--- src/rtl/rr_arb_pkg.sv ---
// Shared types and helpers for the weighted round-robin arbiter family.
// Pointer wrap and weight-field extraction live here so other arbiters can reuse them.
package rr_arb_pkg;

    typedef enum logic {
        IDLE  = 1'b0,
        GRANT = 1'b1
    } state_t;

    // Upper bound on the packed weight vector handled by weight_of.
    localparam int unsigned WVEC_MAX = 256;

    // Explicit wrap so non-power-of-2 requester counts never reach unused indices.
    function automatic int next_ptr(input int idx, input int reqcnt);
        return (idx >= reqcnt - 1) ? 0 : idx + 1;
    endfunction

    function automatic int unsigned weight_of(input logic [WVEC_MAX-1:0] weights,
                                              input int unsigned n,
                                              input int unsigned wwidth);
        int unsigned w;
        w = 0;
        for (int unsigned b = 0; b < wwidth; b++) begin
            if (weights[n*wwidth + b]) begin
                w = w | (32'd1 << b);
            end
        end
        return w;
    endfunction

endpackage

--- src/rtl/rr_wrr_arb_if.sv ---
// Request/grant bundle between the requesters (master) and the arbiter (slave).
interface rr_wrr_arb_if #(
    parameter int REQCNT   = 5,
    parameter int REQWIDTH = $clog2(REQCNT),
    parameter int WWIDTH   = 4
);
    logic [REQCNT-1:0]        req_i;
    logic [REQCNT*WWIDTH-1:0] weight_i;
    logic                     gnt_ack_i;
    logic                     gnt_val_o;
    logic [REQWIDTH-1:0]      gnt_num_o;
    logic [REQCNT-1:0]        gnt_onehot_o;

    modport master (
        output req_i, weight_i, gnt_ack_i,
        input  gnt_val_o, gnt_num_o, gnt_onehot_o
    );

    modport slave (
        input  req_i, weight_i, gnt_ack_i,
        output gnt_val_o, gnt_num_o, gnt_onehot_o
    );
endinterface

--- src/rtl/rr_ring_sel.sv ---
// Combinational ring priority search: first set bit of req at or above ptr,
// wrapping from REQCNT-1 back to 0.
module rr_ring_sel #(
    parameter int REQCNT   = 5,
    parameter int REQWIDTH = $clog2(REQCNT)
) (
    input  logic [REQCNT-1:0]   req,
    input  logic [REQWIDTH-1:0] ptr,
    output logic                any_o,
    output logic [REQWIDTH-1:0] idx_o,
    output logic [REQCNT-1:0]   onehot_o
);
    logic [REQWIDTH:0] pos;

    always_comb begin
        any_o = 1'b0;
        idx_o = '0;
        pos   = '0;
        for (int unsigned k = 0; k < REQCNT; k++) begin
            pos = {1'b0, ptr} + (REQWIDTH+1)'(k);
            if (pos >= (REQWIDTH+1)'(REQCNT)) begin
                pos = pos - (REQWIDTH+1)'(REQCNT);
            end
            if (!any_o && req[pos[REQWIDTH-1:0]]) begin
                any_o = 1'b1;
                idx_o = pos[REQWIDTH-1:0];
            end
        end
    end

    for (genvar gi = 0; gi < REQCNT; gi++) begin : g_onehot
        assign onehot_o[gi] = any_o && (idx_o == REQWIDTH'(gi));
    end

endmodule

--- src/rtl/rr_wrr_arb.sv ---
// Weighted round-robin arbiter: each owner keeps priority for weight+1 accepted
// grants; the grant is registered and held until acknowledged.
module rr_wrr_arb
    import rr_arb_pkg::*;
#(
    parameter int REQCNT   = 5,
    parameter int REQWIDTH = $clog2(REQCNT),
    parameter int WWIDTH   = 4
) (
    input  logic         clk_i,
    input  logic         rst_i,
    rr_wrr_arb_if.slave  bus
);
    state_t              state_reg, state_next;
    logic [REQWIDTH-1:0] ptr_reg, ptr_next;
    logic [WWIDTH-1:0]   cnt_reg, cnt_next;
    logic                gnt_val_reg, gnt_val_next;
    logic [REQWIDTH-1:0] gnt_num_reg, gnt_num_next;
    logic [REQCNT-1:0]   gnt_onehot_reg, gnt_onehot_next;

    logic                accept;
    logic                turn_end;
    logic                sel_any;
    logic [REQWIDTH-1:0] sel_idx;
    logic [REQCNT-1:0]   sel_onehot;

    assign accept = (state_reg == GRANT) && bus.gnt_ack_i;

    // ">=" so that a weight lowered below the running count still ends the turn.
    assign turn_end = (32'(cnt_reg) >= weight_of(WVEC_MAX'(bus.weight_i), 32'(gnt_num_reg), WWIDTH))
                   || !bus.req_i[gnt_num_reg];

    always_comb begin
        ptr_next = ptr_reg;
        cnt_next = cnt_reg;
        if (accept) begin
            if (turn_end) begin
                cnt_next = '0;
                ptr_next = REQWIDTH'(next_ptr(int'(gnt_num_reg), REQCNT));
            end else begin
                cnt_next = cnt_reg + 1'b1;
                ptr_next = gnt_num_reg;
            end
        end
    end

    // The search runs from the already-updated pointer so an ack yields the next grant at once.
    rr_ring_sel #(
        .REQCNT  (REQCNT),
        .REQWIDTH(REQWIDTH)
    ) u_sel (
        .req     (bus.req_i),
        .ptr     (ptr_next),
        .any_o   (sel_any),
        .idx_o   (sel_idx),
        .onehot_o(sel_onehot)
    );

    always_comb begin
        state_next      = state_reg;
        gnt_val_next    = gnt_val_reg;
        gnt_num_next    = gnt_num_reg;
        gnt_onehot_next = gnt_onehot_reg;
        case (state_reg)
            IDLE: begin
                if (sel_any) begin
                    state_next      = GRANT;
                    gnt_val_next    = 1'b1;
                    gnt_num_next    = sel_idx;
                    gnt_onehot_next = sel_onehot;
                end
            end
            GRANT: begin
                if (accept) begin
                    if (sel_any) begin
                        gnt_num_next    = sel_idx;
                        gnt_onehot_next = sel_onehot;
                    end else begin
                        state_next      = IDLE;
                        gnt_val_next    = 1'b0;
                        gnt_onehot_next = '0;
                    end
                end
            end
            default: begin
                state_next      = IDLE;
                gnt_val_next    = 1'b0;
                gnt_onehot_next = '0;
            end
        endcase
    end

    always_ff @(posedge clk_i or posedge rst_i) begin
        if (rst_i) begin
            state_reg      <= IDLE;
            ptr_reg        <= '0;
            cnt_reg        <= '0;
            gnt_val_reg    <= 1'b0;
            gnt_num_reg    <= '0;
            gnt_onehot_reg <= '0;
        end else begin
            state_reg      <= state_next;
            ptr_reg        <= ptr_next;
            cnt_reg        <= cnt_next;
            gnt_val_reg    <= gnt_val_next;
            gnt_num_reg    <= gnt_num_next;
            gnt_onehot_reg <= gnt_onehot_next;
        end
    end

    assign bus.gnt_val_o    = gnt_val_reg;
    assign bus.gnt_num_o    = gnt_num_reg;
    assign bus.gnt_onehot_o = gnt_onehot_reg;

endmodule

--- src/flat_wrapper.sv ---
// flat-port wrapper written by rule: the top's interface ports become plain ports
module rr_wrr_arb_flat import rr_arb_pkg::*;
#(
    parameter int REQCNT   = 5,
    parameter int REQWIDTH = $clog2(REQCNT),
    parameter int WWIDTH   = 4
)
  (clk_i, rst_i, bus_req_i, bus_weight_i, bus_gnt_ack_i, bus_gnt_val_o, bus_gnt_num_o, bus_gnt_onehot_o);
  rr_wrr_arb_if #(.REQCNT(REQCNT), .REQWIDTH(REQWIDTH), .WWIDTH(WWIDTH)) bus_i ();
  input  logic clk_i;
  input  logic rst_i;
  input wire logic [$bits(bus_i.req_i)-1:0] bus_req_i;
  input wire logic [$bits(bus_i.weight_i)-1:0] bus_weight_i;
  input wire logic [$bits(bus_i.gnt_ack_i)-1:0] bus_gnt_ack_i;
  output wire logic [$bits(bus_i.gnt_val_o)-1:0] bus_gnt_val_o;
  output wire logic [$bits(bus_i.gnt_num_o)-1:0] bus_gnt_num_o;
  output wire logic [$bits(bus_i.gnt_onehot_o)-1:0] bus_gnt_onehot_o;
  assign bus_i.req_i = bus_req_i;
  assign bus_i.weight_i = bus_weight_i;
  assign bus_i.gnt_ack_i = bus_gnt_ack_i;
  assign bus_gnt_val_o = bus_i.gnt_val_o;
  assign bus_gnt_num_o = bus_i.gnt_num_o;
  assign bus_gnt_onehot_o = bus_i.gnt_onehot_o;
  rr_wrr_arb #(.REQCNT(REQCNT), .REQWIDTH(REQWIDTH), .WWIDTH(WWIDTH)) u_core (.clk_i(clk_i), .rst_i(rst_i), .bus(bus_i));
endmodule
--- config.mk ---
export PLATFORM = sky130hd
export DESIGN_NAME = rr_wrr_arb_flat
export DESIGN_NICKNAME = d
export VERILOG_FILES = /design/src/rtl/rr_arb_pkg.sv /design/src/rtl/rr_wrr_arb_if.sv /design/src/rtl/rr_ring_sel.sv /design/src/rtl/rr_wrr_arb.sv /design/src/flat_wrapper.sv
export SDC_FILE = /design/constraint.sdc
export NUM_CORES = 1
export LEC_CHECK = 0
export CORE_MARGIN = 2
export CORE_UTILIZATION = 42
export CTS_CLUSTER_SIZE = 28
export DETAILED_ROUTE_END_ITERATION = 16
export PLACE_DENSITY_LB_ADDON = 0.15
export SYNTH_ARGS = -nofsm -noshare
export SYNTH_HDL_FRONTEND = slang
export SYNTH_SLANG_ARGS = --single-unit
--- constraint.sdc ---
create_clock -name clk_i -period 7.18 [get_ports clk_i]
set_clock_uncertainty 0.15 [all_clocks]
set_input_delay 1.436 -clock clk_i [delete_from_list [all_inputs] [get_ports clk_i]]
set_output_delay 1.436 -clock clk_i [all_outputs]
set_load 0.01 [all_outputs]
==> results of run 1 <==
## synth_stat cells, types with 4 or more instances
| library cell | count |
|---|---|
| o211ai_1 | 7 |
| a32o_1 | 4 |
| nor2_1 | 22 |
| dfrtp_1 | 17 |
| mux2i_1 | 13 |
| nor2b_1 | 7 |
| nand2_1 | 32 |
| ha_1 | 14 |
| o21ai_0 | 28 |
| inv_1 | 14 |
| nor3_1 | 13 |
| a31oi_1 | 6 |
| a21oi_1 | 12 |
| o21ai_1 | 4 |
| clkbuf_1 | 8 |
| nand3_1 | 14 |
| buf_2 | 5 |
| nand2b_1 | 7 |
| and2_1 | 5 |
| nor4_1 | 5 |
| a21boi_0 | 5 |
## layer usage
layer,share of wire (%),routed length (um),up-vias
met5,0,0,-
met4,2.1,171,0
met3,8.0,642,16
met2,45,3602,134
met1,45,3656,1321
li1,-,-,1362
## kinds of logic (layout without fill, tap and decap cells)
group | Yosys count | count (layout) | synth area share (%)
xor+xnor | 1 | 1 | 0.3481
buf+inv | 32 | 80 | 5.469
simple gates | 124 | 124 | 26.11
fa+ha+maj | 15 | 15 | 7.757
compound gates | 120 | 120 | 36.00
mux | 17 | 17 | 7.409
flops | 17 | 17 | 16.91
## worst reg2reg max path, delay by kind of cell (launching register included)
family / cells / cell delay (ns)
AO/OA/AOI/OAI: 9 / 2.01
multiplexers: 4 / 1.09
AND/OR/NAND/NOR: 4 / 0.99
flip-flops: 1 / 0.80
adder cells (fa/ha/maj): 3 / 0.79
buffers and inverters: 1 / 0.04
## final timing paths
path	start	endpoint	depth (start not counted)
max	bus_weight_i[13]	u_core.bus.gnt_num_o[0]	21
min	u_core.bus.gnt_onehot_o[1]	u_core.bus.gnt_onehot_o[1]	1
max reg2reg	u_core.bus.gnt_num_o[2]	u_core.bus.gnt_num_o[0]	21
min reg2reg	u_core.bus.gnt_onehot_o[1]	u_core.bus.gnt_onehot_o[1]	1
max in group asynchronous	rst_i	u_core.state_reg	2
min in group asynchronous	rst_i	u_core.cnt_reg[3]	2
## per-stage QoR
step / hold slack [ns] / instances / utilization, % / instance area, um2 / setup slack [ns]
global placement: 0.3316 / 445 / 52.63 / 3079 / 0.1174
detailed placement: 0.3384 / 445 / 52.63 / 3079 / 0.02817
finish: 0.3496 / 449 / 53.66 / 3139 / 0.3326
global route: 0.3745 / 449 / 53.66 / 3139 / 0.03925
CTS: 0.3587 / 449 / 53.42 / 3126 / 0.2743
floorplan: 0.3017 / 326 / - / 2516 / 0.3975
## area by class of cell
type / instances / share of cell area, %
clock inverters: 1 / 0.1594
inverters: 15 / 1.873
flip-flops and latches: 17 / 13.55
clock buffers: 3 / 1.315
repair buffers: 61 / 17.46
multi-input cells: 277 / 62.65
well taps: 75 / 2.989
==> results.json, run 1 <==
{
  "nets": 418,
  "io_pins": 37,
  "drive_above_1_share_pct": 15.24,
  "rrSetupSlack_ns": 1.18,
  "cp-end-kind": "flip-flop",
  "dr.pass1.iters": 5,
  "arrival_ns": 6.83,
  "synth.distinct_cells": 81,
  "fmax_mhz": 146.0,
  "grt_pass1_wl_um": 12760,
  "clock-sinks": 17,
  "std_cell_rows": 28,
  "busiest_layer": "met2",
  "fp.dieW_um": 81.40,
  "final_common_cell": "clkdlybuf4s50_1",
  "synthesis.area_mm2": 0.002516,
  "dieArea_mm2": 0.006626,
  "crit_fanout": 6,
  "hold_class": "reg2reg",
  "root_buffer": "clkbuf_8",
  "cp_slowest_stage_delay_ns": 0.59,
  "antenna_found_initial": 0,
  "overflow": 0,
  "detail-route-antenna-nets": 0,
  "cp.required_ns": 7.17,
  "clk_path_buf_depth": 2,
  "synthCells": 326,
  "cp-start-kind": "input port",
  "critPathSlowestCell": "or4_1",
  "post_drt_wl_per_cell_um": 17.98,
  "cts_made_buffers": 3,
  "slew_headroom_pct": 52.68,
  "outcome": "finished, final reports clean",
  "die_y_um": 81.40,
  "core_area_mm2": 0.005851,
  "postSynth.asyncResetShare_pct": 100.0,
  "yosys_most_used_dff": "dfrtp_1",
  "hold_buffers": 0,
  "finalHoldViolCount": 0,
  "path_class": "in2reg",
  "synth.avg_cell_area_um2": 7.718,
  "synthesis.nets": 369,
  "cp_top_family": "compound AO/OA/AOI/OAI gates",
  "cts_setup_buffers": 0,
  "cp_cell_sequence": "clkdlybuf4s50_1, mux4_2, nor2b_1, a31oi_1, ha_1, o211ai_1, o21ai_1, or4_1, nand3_4, inv_4, ha_1, ha_1, a21o_1, a221oi_1, a31oi_2, mux2i_1, mux2i_1, o221ai_1, o311a_1, o22a_1, mux2_2",
  "grt_use_total_pct": 24.76,
  "drv_cap": 0,
  "htreeDepth": 1,
  "worst_pin_slew_ns": 0.7098,
  "synth_top_area_cell": "dfrtp_1",
  "grt_pass1_vias": 2558,
  "fin_crit_sh_pct": 95.37,
  "crit_path_frequent_cell": "ha_1",
  "slew_violations": 0,
  "ys_seq_area_share_pct": 16.91,
  "synth_edf_count": 0,
  "cts_tree": "done",
  "drt_wl_total_um": 8073,
  "ys_ff_latch": 17,
  "largest_reg_flops": 5,
  "yosysWarnings": 0,
  "place.gp.congestion": 0.9526,
  "setup_viol": 0,
  "final-seq-area_um2": 425.4,
  "multi_input_area_mm2": 0.001967,
  "drc": 0,
  "rsz0062_at_grt": "false",
  "drt_iter0_drc": 329,
  "gr-usage-met3_pct": 3.889,
  "fin_tns_setup_ns": 0,
  "port_buffers": 36,
  "synthToLayoutAreaGrowth_pct": 24.76,
  "netlist_top_cells_area": "dfrtp_1, ha_1, o21ai_0",
  "cts_repair_resize_count": 0,
  "fill_cells": 577,
  "n_antenna_cell": 0,
  "path_clk_slew_ns": 0.07,
  "drt-vias-per-instance": 6.310,
  "path_buf_inv": 2,
  "place_hpwl_um": 6226,
  "clk_latency_ns": 0.25,
  "use_met2_pct": 38.93,
  "fin_crit_ns": 6.847,
  "grt_max_degree": 22,
  "initial_core_util_pct": 43.01,
  "via_count": 2833,
  "synth_top_area_share_pct": 16.91,
  "layout_common_cells": "clkdlybuf4s50_1, nand2_1, o21ai_0, buf_4, nor2_1",
  "grtUsageMet1_pct": 35.47
}
Power of run 1 is left out: the tool's default activity adds up to more than one toggle a clock period on the data nets, which glitch-free logic cannot reach.
==> inputs of run 2 (changes only) <==
--- a/config.mk
+++ b/config.mk
@@ -7,2 +7,3 @@
 export LEC_CHECK = 0
+export CORE_ASPECT_RATIO = 0.75
 export CORE_MARGIN = 2
@@ -12,2 +13,3 @@
 export PLACE_DENSITY_LB_ADDON = 0.15
+export SKIP_LAST_GASP = 1
 export SYNTH_ARGS = -nofsm -noshare
--- a/constraint.sdc
+++ b/constraint.sdc
@@ -4,2 +4,2 @@
 set_output_delay 1.436 -clock clk_i [all_outputs]
-set_load 0.01 [all_outputs]
+set_load 0.005 [all_outputs]
==> results.json, run 2 (same netlist as run 1, synthesis figures left out) <==
{
  "outcome": "finished, final reports clean",
  "path_clk_slew_ns": 0.07,
  "clk_path_buf_depth": 2,
  "cp.required_ns": 7.18,
  "slew_headroom_pct": 53.02,
  "whs_path_depth": 1,
  "setup_viol": 0,
  "via_count": 2909,
  "grt_max_degree": 22,
  "grt_pass1_vias": 2536,
  "initial_core_util_pct": 43.42,
  "drt-vias-per-instance": 6.422,
  "dieArea_mm2": 0.006632,
  "r2r-start": "u_core.bus.gnt_num_o[0]",
  "fill_cells": 561,
  "post-route-util_pct": 54.34,
  "rrSetupSlack_ns": 1.23,
  "reg2reg_depth": 21,
  "worst_pin_slew_ns": 0.6974,
  "fin_tns_setup_ns": 0,
  "place_hpwl_um": 6098,
  "die_y_um": 71.03,
  "cts_tree": "done",
  "place.gp.congestion": 0.9254,
  "fin_crit_sh_pct": 94.53,
  "dpl_cell_area_mm2": 0.003083,
  "dr.pass1.iters": 5,
  "crit_fanout": 6,
  "rsz0062_at_grt": "false",
  "io_pins": 37,
  "clock-sinks": 17,
  "hold_class": "reg2reg",
  "drt_iter0_drc": 346,
  "arrival_ns": 6.79,
  "cp-start-kind": "input port",
  "worstReg2RegEnd": "u_core.bus.gnt_num_o[0]",
  "fmax_mhz": 147.3,
  "drive_above_1_share_pct": 15.47,
  "fin_area_mm2": 0.003149,
  "drc": 0,
  "largest_reg_flops": 5,
  "port_buffers": 36,
  "cts_made_buffers": 3,
  "fin_crit_ns": 6.788,
  "antenna_found_initial": 0,
  "std_cell_rows": 24,
  "drv_cap": 0,
  "root_buffer": "clkbuf_8",
  "core_area_mm2": 0.005796,
  "fp.dieW_um": 93.38,
  "place_inst": 448,
  "grt_use_total_pct": 25.11,
  "detail-route-antenna-nets": 0,
  "nets": 419,
  "hold_buffers": 0,
  "htreeDepth": 1,
  "layout_common_cells": "clkdlybuf4s50_1, nand2_1, o21ai_0, buf_4, nor2_1",
  "grt_pass1_wl_um": 13170,
  "final_common_cell": "clkdlybuf4s50_1",
  "overflow": 0,
  "endpoint": "u_core.bus.gnt_num_o[0]",
  "startpoint": "bus_weight_i[1]",
  "cp-end-kind": "flip-flop",
  "finalHoldViolCount": 0,
  "synthToLayoutAreaGrowth_pct": 25.16,
  "path_class": "in2reg",
  "slew_violations": 0,
  "clk_latency_ns": 0.26,
  "drt_wl_total_um": 8123,
  "post_drt_wl_per_cell_um": 17.93,
  "n_antenna_cell": 0,
  "instances_no_fill": 453
}
## run 2: layout make-up
| cell class | count | area, um2 | area share, % |
|---|---|---|---|
| inverter | 15 | 58.81 | 1.867 |
| clock inverter | 1 | 7.507 | 0.2384 |
| clock buffer | 3 | 41.29 | 1.311 |
| timing repair buffer | 62 | 555.5 | 17.64 |
| sequential | 17 | 425.4 | 13.51 |
| tap | 78 | 97.59 | 3.099 |
| multi-input combinational | 277 | 1963 | 62.34 |
## run 2: metrics by stage
step,hold WS [ns],setup WS (ns)
after floorplan,0.3017,0.3975
after global placement,0.3373,0.1729
after detailed placement,0.3468,0.06527
after CTS,0.3630,0.3128
after global routing,0.3890,0.004616
final,0.3640,0.3925
## run 2: metal layers
metal / up-vias / wire, um / global-route usage, %
li1: 1373 / - / -
met1: 1351 / 3931 / 40.32
met2: 175 / 3302 / 34.85
met3: 10 / 808 / 3.940
met4: 0 / 81 / 5.392
met5: - / 0 / 0
## run 2: what timing repair did
action / CTS / global route
endpoints found under the setup margin: 0 / 8
gates resized for setup: 0 / 4
setup buffers: 0 / 1
## run 2: worst min-delay path by stage
| stage | slack [ns] | endpoint | startpoint |
|---|---|---|---|
| after detailed placement | 0.35 | u_core.bus.gnt_onehot_o[4] | u_core.bus.gnt_onehot_o[4] |
| after floorplan | 0.30 | u_core.cnt_reg[3] | u_core.cnt_reg[3] |
| after global routing | 0.39 | u_core.cnt_reg[3] | u_core.cnt_reg[3] |
| final | 0.36 | u_core.cnt_reg[3] | u_core.cnt_reg[3] |
| after global placement | 0.34 | u_core.cnt_reg[3] | u_core.cnt_reg[3] |
| after CTS | 0.36 | u_core.cnt_reg[3] | u_core.cnt_reg[3] |
## run 2: critical path: stages
cell	delay, ns
clkdlybuf4s50_1	0.40
mux4_2	0.44
nor2b_1	0.14
a31oi_1	0.17
ha_1	0.25
o211ai_1	0.17
o21ai_1	0.16
or4_1	0.58
nand3_4	0.14
inv_4	0.04
ha_1	0.23
ha_1	0.31
a21o_1	0.19
a221oi_1	0.28
a31oi_2	0.21
mux2i_2	0.25
mux2i_1	0.26
o221ai_1	0.23
o311a_1	0.39
o22a_1	0.22
mux2_2	0.28
Power of run 2 is left out for the same reason.
